### src/rtl/fetch_queue_unit_pkg.sv
// Shared definitions for the instruction fetch unit: PC source select
// encodings and the sequential fetch stride.
package fetch_queue_unit_pkg;

  typedef enum logic [1:0] {
    PC_SEL_NEXT   = 2'b00,
    PC_SEL_BRANCH = 2'b01,
    PC_SEL_JAL    = 2'b10,
    PC_SEL_JALR   = 2'b11
  } pc_sel_e;

  // Byte stride between consecutive instruction words.
  localparam int unsigned PC_INCR = 4;

endpackage

### src/rtl/fetch_queue.sv
// Prefetch FIFO of {PC, instruction} pairs. Flush empties the queue and
// takes priority over push/pop. The head is read combinationally from the
// registered storage, so a pushed entry is visible one cycle later.
module fetch_queue #(
  parameter int ADDRESS_BITS = 20,
  parameter int DATA_WIDTH   = 32,
  parameter int QUEUE_DEPTH  = 4
) (
  input  logic                           clock,
  input  logic                           reset,
  input  logic                           push,
  input  logic                           pop,
  input  logic                           flush,
  input  logic [ADDRESS_BITS-1:0]        push_pc,
  input  logic [DATA_WIDTH-1:0]          push_inst,
  output logic [ADDRESS_BITS-1:0]        head_pc,
  output logic [DATA_WIDTH-1:0]          head_inst,
  output logic [$clog2(QUEUE_DEPTH):0]   count,
  output logic                           empty
);

  localparam int PTR_W = $clog2(QUEUE_DEPTH);
  localparam int CNT_W = PTR_W + 1;

  logic [ADDRESS_BITS-1:0] pc_mem_q   [QUEUE_DEPTH];
  logic [DATA_WIDTH-1:0]   inst_mem_q [QUEUE_DEPTH];

  logic [PTR_W-1:0] rd_ptr_q, rd_ptr_d;
  logic [PTR_W-1:0] wr_ptr_q, wr_ptr_d;
  logic [CNT_W-1:0] count_q, count_d;
  logic             do_push, do_pop;

  // Pointer and occupancy update; flush clears everything.
  // NOTE: every signal assigned in this block gets a default first, so no
  // path leaves a value unassigned and no latch is inferred.
  always_comb begin
    rd_ptr_d = rd_ptr_q;
    wr_ptr_d = wr_ptr_q;
    count_d  = count_q;
    do_pop   = pop & ~flush & (count_q != '0);
    do_push  = push & ~flush & ((count_q != CNT_W'(QUEUE_DEPTH)) | do_pop);
    if (flush) begin
      rd_ptr_d = '0;
      wr_ptr_d = '0;
      count_d  = '0;
    end else begin
      if (do_push) wr_ptr_d = wr_ptr_q + 1'b1;
      if (do_pop)  rd_ptr_d = rd_ptr_q + 1'b1;
      case ({do_push, do_pop})
        2'b10:   count_d = count_q + 1'b1;
        2'b01:   count_d = count_q - 1'b1;
        default: ;
      endcase
    end
  end

  // Control state registers with synchronous reset.
  // NOTE: sequential state uses non-blocking assignments so every flop
  // samples the pre-edge values regardless of statement order.
  always_ff @(posedge clock) begin
    if (reset) begin
      rd_ptr_q <= '0;
      wr_ptr_q <= '0;
      count_q  <= '0;
    end else begin
      rd_ptr_q <= rd_ptr_d;
      wr_ptr_q <= wr_ptr_d;
      count_q  <= count_d;
    end
  end

  // Entry storage write.
  // NOTE: the storage array is deliberately not reset; an entry is only
  // observed once the count says it was written, and outputs are gated.
  always_ff @(posedge clock) begin
    if (do_push) begin
      pc_mem_q[wr_ptr_q]   <= push_pc;
      inst_mem_q[wr_ptr_q] <= push_inst;
    end
  end

  assign head_pc   = pc_mem_q[rd_ptr_q];
  assign head_inst = inst_mem_q[rd_ptr_q];
  assign count     = count_q;
  assign empty     = (count_q == '0);

endmodule

### src/rtl/fetch_queue_unit.sv
// Decoupled instruction fetch: issues sequential word reads ahead of
// decode under a credit limit (queue occupancy + in-flight <= depth),
// buffers returned instructions, and flushes on redirects. Stale responses
// are dropped because their address no longer matches expected_pc.
module fetch_queue_unit
  import fetch_queue_unit_pkg::*;
#(
  parameter int CORE         = 0,
  parameter int DATA_WIDTH   = 32,
  parameter int ADDRESS_BITS = 20,
  parameter int QUEUE_DEPTH  = 4
) (
  input  logic                    clock,
  input  logic                    reset,
  input  logic                    start,
  input  logic [ADDRESS_BITS-1:0] program_address,
  input  logic [1:0]              PC_select,
  input  logic                    branch,
  input  logic [ADDRESS_BITS-1:0] JAL_target,
  input  logic [ADDRESS_BITS-1:0] JALR_target,
  input  logic [ADDRESS_BITS-1:0] branch_target,
  input  logic                    stall,
  output logic [DATA_WIDTH-1:0]   instruction,
  output logic [ADDRESS_BITS-1:0] inst_PC,
  output logic                    valid,
  output logic                    mem_read,
  output logic [ADDRESS_BITS-1:0] mem_address,
  input  logic                    mem_ready,
  input  logic                    mem_valid,
  input  logic [ADDRESS_BITS-1:0] mem_out_addr,
  input  logic [DATA_WIDTH-1:0]   mem_out_data,
  input  logic                    report
);

  localparam int CNT_W = $clog2(QUEUE_DEPTH) + 1;

  logic [ADDRESS_BITS-1:0] fetch_pc_q, fetch_pc_d;
  logic [ADDRESS_BITS-1:0] expected_pc_q, expected_pc_d;
  logic [CNT_W-1:0]        inflight_q, inflight_d;
  logic                    started_q, started_d;

  logic                    redirect;
  logic [ADDRESS_BITS-1:0] redirect_target;
  logic                    issue, resp_taken, push, pop;
  logic [CNT_W-1:0]        occupancy;
  logic [CNT_W:0]          credits_used;
  logic                    q_empty;
  logic [ADDRESS_BITS-1:0] head_pc;
  logic [DATA_WIDTH-1:0]   head_inst;

  // The state dump hook and core index only matter to simulation-side
  // reporting and have no hardware counterpart.
  logic        report_unused;
  logic [31:0] core_id_unused;
  assign report_unused  = report;
  assign core_id_unused = 32'(CORE);

  // Redirect decode: start outranks every PC_select source.
  always_comb begin
    redirect        = 1'b0;
    redirect_target = '0;
    if (start) begin
      redirect        = 1'b1;
      redirect_target = program_address;
    end else begin
      case (pc_sel_e'(PC_select))
        PC_SEL_JAL: begin
          redirect        = 1'b1;
          redirect_target = JAL_target;
        end
        PC_SEL_JALR: begin
          redirect        = 1'b1;
          redirect_target = JALR_target;
        end
        PC_SEL_BRANCH: begin
          redirect        = branch;
          redirect_target = branch_target;
        end
        PC_SEL_NEXT: ;
      endcase
    end
  end

  // Issue credit, response acceptance and decode handshake.
  always_comb begin
    credits_used = {1'b0, occupancy} + {1'b0, inflight_q};
    issue        = ~reset & started_q & ~redirect & mem_ready &
                   (credits_used < (CNT_W+1)'(QUEUE_DEPTH));
    resp_taken   = mem_valid & (inflight_q != '0);
    push         = resp_taken & ~redirect & (mem_out_addr == (expected_pc_q >> 2));
    pop          = ~q_empty & ~stall & ~redirect;
  end

  // Next fetch PC, expected response PC and in-flight count.
  always_comb begin
    fetch_pc_d    = fetch_pc_q;
    expected_pc_d = expected_pc_q;
    inflight_d    = inflight_q;
    started_d     = started_q | start;
    if (redirect) begin
      fetch_pc_d    = redirect_target;
      expected_pc_d = redirect_target;
    end else begin
      if (issue) fetch_pc_d    = fetch_pc_q + ADDRESS_BITS'(PC_INCR);
      if (push)  expected_pc_d = expected_pc_q + ADDRESS_BITS'(PC_INCR);
    end
    case ({issue, resp_taken})
      2'b10:   inflight_d = inflight_q + 1'b1;
      2'b01:   inflight_d = inflight_q - 1'b1;
      default: ;
    endcase
  end

  // Fetch state registers; reset overrides start.
  always_ff @(posedge clock) begin
    if (reset) begin
      fetch_pc_q    <= '0;
      expected_pc_q <= '0;
      inflight_q    <= '0;
      started_q     <= 1'b0;
    end else begin
      fetch_pc_q    <= fetch_pc_d;
      expected_pc_q <= expected_pc_d;
      inflight_q    <= inflight_d;
      started_q     <= started_d;
    end
  end

  fetch_queue #(
    .ADDRESS_BITS (ADDRESS_BITS),
    .DATA_WIDTH   (DATA_WIDTH),
    .QUEUE_DEPTH  (QUEUE_DEPTH)
  ) u_queue (
    .clock     (clock),
    .reset     (reset),
    .push      (push),
    .pop       (pop),
    .flush     (redirect),
    .push_pc   (expected_pc_q),
    .push_inst (mem_out_data),
    .head_pc   (head_pc),
    .head_inst (head_inst),
    .count     (occupancy),
    .empty     (q_empty)
  );

  assign valid       = ~q_empty;
  assign instruction = valid ? head_inst : '0;
  assign inst_PC     = valid ? head_pc : '0;
  assign mem_read    = issue;
  assign mem_address = fetch_pc_q >> 2;

endmodule

### config.mk
export PLATFORM = sky130hd
export DESIGN_NAME = fetch_queue_unit
export DESIGN_NICKNAME = d
export VERILOG_FILES = /design/src/rtl/fetch_queue_unit_pkg.sv /design/src/rtl/fetch_queue.sv /design/src/rtl/fetch_queue_unit.sv
export SDC_FILE = /design/constraint.sdc
export NUM_CORES = 1
export LEC_CHECK = 0
export ABC_AREA = 0
export BUFFER_PORTS_ARGS = -buffer_cell sky130_fd_sc_hd__buf_2
export CAP_MARGIN = 20
export CORE_MARGIN = 5
export CORE_UTILIZATION = 56
export DETAILED_ROUTE_END_ITERATION = 16
export MAX_ROUTING_LAYER = met4
export PLACE_DENSITY = 0.8
export SLEW_MARGIN = 20
export SYNTH_ARGS = -nofsm -noshare
export SYNTH_HDL_FRONTEND = slang
export SYNTH_SLANG_ARGS = --single-unit
### constraint.sdc
create_clock -name clock -period 4.88 [get_ports clock]
set_input_delay 0.732 -clock clock [delete_from_list [all_inputs] [get_ports clock]]
set_output_delay 0.732 -clock clock [all_outputs]
set_load 0.05 [all_outputs]
# --- Word level (Yosys, flattened, before mapping) ---
# Memories as Yosys holds them, arrays and structs flattened. A register that Yosys moved wholly into a read port is not among the register bits.
# Cells that the tools add are included.
# Widths: inputs -> output; s select.
totals:
  reg_bits: 51
  latch_bits: 0
  ramBits: 208
  romBits: 0
  in_bits: 142
  output_inout_bits: 74
  wordCells: 74
  mem_count: 2
classes:
  n_addsub: 9
  multipliers: 0
  div: 0
  magnitude_cmp: 1
  n_eq_ne: 9
  shifts: 0
  muxes: 18
  bitwise_logic: 19
  n_reduce_logical: 9
mem_list:
  columns: ["name", "depth", "width", "read_ports", "rd_clocked_by_memory_dff", "write_ports", "line", "text"]
  rows:
  - ["u_queue.inst_mem_q", 4, 32, 1, 1, 1, "fetch_queue.sv:26", "logic [DATA_WIDTH-1:0] inst_mem_q [QUEUE_DEPTH];"]
  - ["u_queue.pc_mem_q", 4, 20, 1, 1, 1, "fetch_queue.sv:25", "logic [ADDRESS_BITS-1:0] pc_mem_q [QUEUE_DEPTH];"]
op_table:
  columns: ["op", "count"]
  rows:
  - ["$mux 20", 6]
  - ["$pmux 20 s3", 1]
  - ["$add 20x3->20 const B", 2]
  - ["$mux 32", 1]
  - ["$eq 20x18->1", 1]
  - ["$and 1x1->1", 13]
  - ["$pmux 3 s2", 2]
  - ["$eq 2x2->1 const B", 4]
  - ["$mux 2", 4]
  - ["$reduce_bool 2->1", 4]
  - ["$add 3x1->3 const B", 2]
  - ["$eq 2x1->1 const B", 3]
  - ["$reduce_bool 3->1", 2]
  - ["$sub 3x1->3 const B", 2]
  - ["$add 2x1->2 const B", 2]
  - ["$add 3x3->4", 1]
  - ["$lt 4x3->1 const B", 1]
  - ["$not 1->1", 4]
  - ["$reduce_or 2->1", 2]
  - ["$logic_not 3->1", 1]
  - ["$mux 1", 3]
  - ["$ne 3x3->1 const B", 1]
  - ["$or 1x1->1", 2]
  - ["$pmux 1 s2", 1]

# --- Depth between registers and ports, before layout ---
# Gate-level depths: netlist of the first run.
logic_depth:
  ltp_word: 12
  mapped_depth: 15
  depth_no_buf: 12

# --- Cells and area by module ---
# A second synthesis of the first run with hierarchy kept.
unflattened:
  hier_cells: 854
  area_unflattened_um2: 12007.8
by_module_without_submodules:
  columns: ["mod", "n_inst", "cells_each", "area_per_inst_um2", "seq_area_each_um2"]
  rows:
  - ["fetch_queue", 1, 329, 7992.7, 6426.2]
  - ["fetch_queue_unit", 1, 525, 4015.1, 840.8]

# --- Least setup slack after synthesis of the first run ---
# Ideal clock, no wire load.
synth_timing:
  kind: "input port to flip-flop"
  start: "input mem_out_addr[19]"
  end: "memory u_queue.inst_mem_q[1][0], enable pin"
  setup_ns: 0.415
  t_arrival_ns: 3.605
  required_time_ns: 4.465
  path_slack_ns: 0.860
  path_stages: 7
  n_path_buf: 2
  cell_sequence: "or2_2 -> or4b_1 -> or3_1 -> buf_6 -> buf_6 -> nor2_2 -> and3_1"
synth_via:
  elab_chain_len: 6
synth_rtl:
  columns: ["item", "line", "text"]
  rows:
  - ["start, declared", "fetch_queue_unit.sv:30", "input logic [ADDRESS_BITS-1:0] mem_out_addr,"]
  - ["$eq 20x18->1", "fetch_queue_unit.sv:90", "push = resp_taken & ~redirect & (mem_out_addr == (expected_pc_q >> 2));"]
  - ["$and 1x1->1", "fetch_queue_unit.sv:90", null]
  - ["$and 1x1->1 (2 in a row)", "fetch_queue.sv:41", "do_push = push & ~flush & ((count_q != CNT_W'(QUEUE_DEPTH)) | do_pop);"]
  - ["$mux 1", "fetch_queue.sv:76", "if (do_push) begin"]
  - ["$mux 1 (implied by the code)", "fetch_queue.sv:78", "inst_mem_q[wr_ptr_q] <= push_inst;"]
  - ["end, declared", "fetch_queue.sv:26", null]
# Every way passes these cells.

# --- Worst setup path in the final report of the first run ---
layout_timing:
  start: "input PC_select[0]"
  end: "output mem_read"
layout_via:
  elab_chain_len: 8
  word_cells_on_any_way: 10
  classes_between: "3 x eq/ne; 2 x mux; 4 x bitwise; 1 x reduce/logical"
layout_rtl:
  columns: ["item", "line", "text"]
  rows:
  - ["start, declared", "fetch_queue_unit.sv:17", "input logic [1:0] PC_select,"]
  - ["$eq 2x2->1", "fetch_queue_unit.sv:66", "case (pc_sel_e'(PC_select))"]
  - ["$reduce_or 2->1 (no source line)", null, null]
  - ["$pmux 1 s2 (*)", "fetch_queue_unit.sv:66", null]
  - ["$mux 1 (*)", "fetch_queue_unit.sv:62", "if (start) begin"]
  - ["$not 1->1 (*)", "fetch_queue_unit.sv:87", "issue = ~reset & started_q & ~redirect & mem_ready &"]
  - ["$and 1x1->1 (*) (3 in a row)", "fetch_queue_unit.sv:87", null]
  - ["end, declared", "fetch_queue_unit.sv:26", "output logic mem_read,"]
# Every way passes the cells marked *; elsewhere a longest branch is shown, timed or not.

==> impl_metrics.json, run 1 <==
{
  "synth_edf_count": 208,
  "rsz0062_at_grt": "no",
  "area_delta_synth_final_pct": 19.4,
  "power_density_nw_per_um2": 347,
  "power_mw": 4.83,
  "worst_hold_path_type": "in -> reg",
  "startpoint": "PC_select[0]",
  "dp_hpwl_um": 19300,
  "cts.sinks": 259,
  "fmaxAchievable_mhz": 274,
  "port_buffers": 212,
  "fin_crit_sh_pct": 74.7,
  "whs_ns": 0.429,
  "timing.rr.start": "expected_pc_q[7]",
  "synthTopCellsByArea": "edfxtp_1, mux4_2, dfxtp_1",
  "synth_area_um2": 11700,
  "cts_root_buf": "clkbuf_16",
  "p_leak_nw": 4.97,
  "pin_count": 216,
  "yosysTopAreaCellShare_pct": 53.5,
  "maxCapViolCount": 0,
  "layout-drive-gt1-share_pct": 33.9,
  "worst_setup_path_end_kind": "output pin",
  "ff2ff_setup_slack_ns": 1.36,
  "relSlewSlack_pct": 32.6,
  "ys_ff_latch": 259,
  "path_max_fanout": 23,
  "fp.dieH_um": 154,
  "yosys_warnings": 0,
  "nets": 1195,
  "place.gp.congestion": 0.857,
  "htree_levels": 1,
  "cp-start-kind": "input pin",
  "cts_buffers": 26,
  "finalMaxSlewViolations": 0,
  "grt_pass1_vias": 8226,
  "yosysUniqueCellTypes": 63,
  "postSynthAreaPerCell_um2": 13.9,
  "dr.pass1.iters": 5,
  "status": "complete, no violations",
  "antenna_found_initial": 1,
  "ant_nets": 0,
  "cts_max_path_buffers": 3,
  "clk_pin_slew_worst_paths_ns": 0.06,
  "routedWlPerCell_um": 21.6,
  "fp.dieW_um": 154,
  "core_area_um2": 20400,
  "cp.arrival_ns": 2.92,
  "synth_ff_type": "edfxtp_1",
  "postCtsSetupRepairBufs": 0,
  "num_rows": 52,
  "hold_viol": 0,
  "postCtsHoldBufs": 0,
  "cts_tree": "built",
  "drc": 0,
  "grt_first_pass_wirelength_um": 45000,
  "synth-async-reset-ratio_pct": 0,
  "worstHoldStart": "mem_out_data[22]",
  "worst_slew_pin_slew_ns": 1.00,
  "criticalPathCategory": "in -> out",
  "ys_seq_area_share_pct": 62.2,
  "ir_worst_vdd_mv": 0.234,
  "yosysMostFrequentCell": "edfxtp_1",
  "worstSkewPairLatency_ns": 0.52,
  "dieArea_um2": 23800,
  "initial_utilization_pct": 57.3,
  "drt_wl_total_um": 28800,
  "tns_ns": 0,
  "vias_per_cell": 5.98,
  "grt_max_degree": 54,
  "synthTopCellsByCount": "edfxtp_1, nor2b_1, mux4_2",
  "crit_required_ns": 4.15,
  "cts_resized": 0,
  "overflow": 0,
  "drtIter0Drc": 660,
  "min_period_ns": 3.65,
  "final-setup-viol-count": 0,
  "syn-instance-count": 839,
  "vias": 7963,
  "synth_area_leader_cell": "edfxtp_1",
  "gr-usage-all-layers_pct": 24.8,
  "finClkSkew_ns": 0.00985
}
-- critical path: stages --
cell	delay [ns]
buf_2	0.12
buf_4	0.22
a2111oi_1	0.74
nand4_1	0.49
inv_1	0.28
buf_2	0.31
-- cells by family after synthesis --
logic type      synth area share [%]
flops                           62.2
mux                             12.5
compound gates                  8.76
fa+ha+maj                       1.41
other cells                   0.0321
simple gates                    10.4
xor+xnor                        1.80
buf+inv                         2.87
-- through the flow --
| step | utilization (%) | worst slack [ns] | cell area (um2) | cells |
|---|---|---|---|---|
| CTS | 68.3 | 1.27 | 13900 | 1330 |
| detailed placement | 63.9 | 1.07 | 13000 | 1282 |
| global placement | 63.9 | 1.04 | 13000 | 1282 |
| global route | 68.4 | 1.05 | 13900 | 1332 |
| floorplan | - | 0.860 | 11700 | 840 |
| finish | 68.4 | 1.23 | 13900 | 1332 |
-- final timing paths --
path	cells past startpoint	endpoint
min reg2reg	2	started_q
min	1	u_queue.inst_mem_q[1][22]
max	6	mem_read
max reg2reg	8	u_queue.inst_mem_q[3][2]
-- metal layers --
metal | wire length (um) | vias to the layer above | track usage [%]
met3 | 2370 | 52 | 3.97
met4 | 791 | 0 | 7.40
li1 | - | 3633 | -
met5 | 0 | - | -
met2 | 14700 | 411 | 42.0
met1 | 10900 | 3867 | 31.1
-- placed cells by master, fill, tap and decap left out, drive strengths merged, types with 3 or more instances in the layout --
cell type / count
nand3: 19
nor3: 15
bufinv: 4
o31ai: 4
and3: 8
xor2: 22
buf: 229
mux2: 24
nand4: 10
inv: 25
mux4: 52
o21ai: 43
o21a: 5
nor4: 9
a31oi: 4
nand2: 49
a221oi: 5
or3: 7
edfxtp: 208
a221o: 10
ha: 10
a21o: 3
a31o: 4
a211oi: 14
and2: 4
dfxtp: 51
clkbuf: 36
o211ai: 7
and4: 4
clkinv: 7
a21oi: 35
nor2: 35
nor2b: 62
-- power by group --
| part | switching [mW] | total, mW | internal (mW) |
|---|---|---|---|
| sequential | 0.0547 | 2.47 | 2.41 |
| clock | 0.804 | 2.05 | 1.25 |
| combinational | 0.193 | 0.319 | 0.126 |
| total | 1.05 | 4.83 | 3.78 |
-- final cells by class --
cell class,count,area [um2]
Sequential cell,259,7270
Clock buffer,36,719
Clock inverter,12,168
Antenna cell,1,2.50
Multi-Input combinational cell,500,4100
Timing Repair Buffer,229,1250
Tap cell,270,338
Inverter,25,93.8
Fill cell,1397,6430
-- flip-flops by register name, indices dropped and copies added (netlist names), named ones only --
signal and count:
expected_pc_q 20, fetch_pc_q 18, inflight_q 3, started_q 1, u_queue.count 3, u_queue.inst_mem_q 128, u_queue.pc_mem_q 80, u_queue.rd_ptr_q 2
u_queue.wr_ptr_q 2
(Power assumes the default switching activity.)
==> run 2, diff against run 1 <==
==> constraint.sdc (replaced) <==
create_clock -name clock -period 3.45 [get_ports clock]
set_input_delay 0.5175 -clock clock [delete_from_list [all_inputs] [get_ports clock]]
set_output_delay 0.5175 -clock clock [all_outputs]
set_load 0.05 [all_outputs]
==> run 2 against run 1 <==
Net effect:
- worst setup slack got worse by 0.82 ns
- first-iteration DRC count rose by 1.2%
- final cell count up 1.5%
- sequential share of layout area decreased by 0.51 points
- critical endpoint is now u_queue.count[2]
- highest routed layer unchanged
==> impl_metrics.json, run 2 (synthesis results as in run 1) <==
{
  "clkPwrFrac_pct": 39.4,
  "p_leak_nw": 5.06,
  "largest_reg_flops": 128,
  "drtIter0Drc": 668,
  "overflow": 0,
  "worstSkewPairLatency_ns": 0.51,
  "whs_ns": 0.227,
  "place.gp.congestion": 0.907,
  "reg_top3": "u_queue.inst_mem_q: 128 flops, u_queue.pc_mem_q: 80 flops, expected_pc_q: 20 flops",
  "finalMaxSlewViolations": 0,
  "cp.arrival_ns": 3.47,
  "cts.sinks": 259,
  "pwr-share-comb_pct": 7.5,
  "sequentialPowerShare_pct": 53.1,
  "dieArea_um2": 23800,
  "path_max_fanout": 7,
  "worst_hold_path_type": "in -> reg",
  "htree_levels": 1,
  "ant_nets": 0,
  "grt_first_pass_wirelength_um": 44600,
  "tns_ns": 0,
  "power.share.switching_pct": 22.4,
  "hold_viol": 0,
  "dr.pass1.iters": 5,
  "antenna_found_initial": 1,
  "cts_buffers": 25,
  "status": "complete, no violations",
  "fp.dieH_um": 154,
  "grt_pass1_vias": 8265,
  "cp-start-kind": "flop",
  "core_area_um2": 20400,
  "power_density_nw_per_um2": 464,
  "port_buffers": 212,
  "layout-drive-gt1-share_pct": 35.6,
  "mostFrequentLayoutCells": "buf_2, edfxtp_1, nor2b_1",
  "worst_slew_pin_slew_ns": 1.02,
  "num_rows": 52,
  "ir_worst_vdd_mv": 0.265,
  "min_period_ns": 3.04,
  "postCtsSetupRepairBufs": 0,
  "crit_required_ns": 3.88,
  "drt_wl_total_um": 28400,
  "worstHoldStart": "mem_out_data[25]",
  "relSlewSlack_pct": 31.6,
  "rsz0062_at_grt": "no",
  "vias": 8037,
  "final_common_cell": "buf_2",
  "finClkSkew_ns": 0.0119,
  "fillers": 1382,
  "cts_root_buf": "clkbuf_16",
  "switchingPower_mw": 1.46,
  "postCtsHoldBufs": 0,
  "worst_setup_path_end_kind": "flop",
  "drc": 0,
  "cts_max_path_buffers": 3,
  "startpoint": "expected_pc_q[19]",
  "pin_count": 216,
  "final-setup-viol-count": 0,
  "intPower_mw": 5.06,
  "dp_hpwl_um": 19800,
  "fmaxAchievable_mhz": 329,
  "vias_per_cell": 5.94,
  "fp.dieW_um": 154,
  "fin_crit_sh_pct": 88.2,
  "timing.rr.start": "expected_pc_q[19]",
  "ff2ff_setup_slack_ns": 0.41,
  "gr-usage-all-layers_pct": 24.2,
  "cts_resized": 0,
  "regMostFlops": "u_queue.inst_mem_q",
  "criticalPathCategory": "reg -> reg",
  "routedWlPerCell_um": 21.0,
  "area_delta_synth_final_pct": 20.6,
  "cts_tree": "built",
  "maxCapViolCount": 0,
  "grt_max_degree": 54,
  "initial_utilization_pct": 57.3,
  "nets": 1217,
  "clk_pin_slew_worst_paths_ns": 0.06
}
## run 2: cell count changes in the layout (fill, tap and decap cells not counted), sizes merged
cell / before / now
buf: 229 / 252
clkinvlp: 1 / 2
bufinv: 4 / 1
clkinv: 7 / 12
clkbuf: 36 / 30
## run 2: metrics by stage
stage	power (mW)	area, um2	std cells	util, %	setup slack, ns
6_report	6.53	14100	1352	69.1	0.409
2_1_floorplan	3.80	11700	840	-	0.212
3_3_place_gp	4.00	13300	1306	65.3	0.233
4_1_cts	6.56	14100	1351	69.1	0.391
5_1_grt	6.77	14100	1352	69.1	0.235
3_5_place_dp	4.02	13300	1306	65.3	0.143
## run 2: per-layer routing
| metal | global-route usage, % | wire (um) | vias to the layer above |
|---|---|---|---|
| li1 | - | - | 3673 |
| met1 | 30.2 | 10900 | 3893 |
| met2 | 42.4 | 14800 | 411 |
| met3 | 3.35 | 2150 | 60 |
| met4 | 5.89 | 606 | 0 |
| met5 | - | 0 | - |
## run 2: power by group through the flow
stage	Clock [mW]	Sequential [mW]	Combinational, mW
detailed placement	0	3.53	0.484
finish	2.57	3.47	0.491
CTS	2.60	3.47	0.489
floorplan	0	3.58	0.223
global placement	0	3.53	0.474
global route	2.77	3.47	0.531
## run 2: final cells by class
type / instances / area, um2 / share of cell area, %
tap: 270 / 338 / 2.40
clock buffer: 30 / 664 / 4.72
multi-input combinational: 500 / 4100 / 29.1
timing repair buffer: 252 / 1490 / 10.6
clock inverter: 15 / 121 / 0.862
inverter: 25 / 93.8 / 0.667
sequential: 259 / 7270 / 51.7
antenna: 1 / 2.50 / 0.0178
## run 2: path summary, 6_finish.rpt
check | endpoint | cells past startpoint
worst max register to register | u_queue.count[2] | 13
worst min-delay path | u_queue.inst_mem_q[2][25] | 1
worst max-delay path | u_queue.count[2] | 13
worst min register to register | started_q | 2
## run 2: critical path, cell delays in order (launching register included)
cell     delay [ns]
dfxtp_1        0.51
xor2_1         0.11
nor4_1         0.33
buf_4          0.19
nand4_1        0.12
or3_1          0.38
nor2_2         0.21
nand2_1        0.10
ha_1           0.24
inv_1          0.08
fa_1           0.18
xor2_1         0.07
or3_1          0.31
a21oi_1        0.13
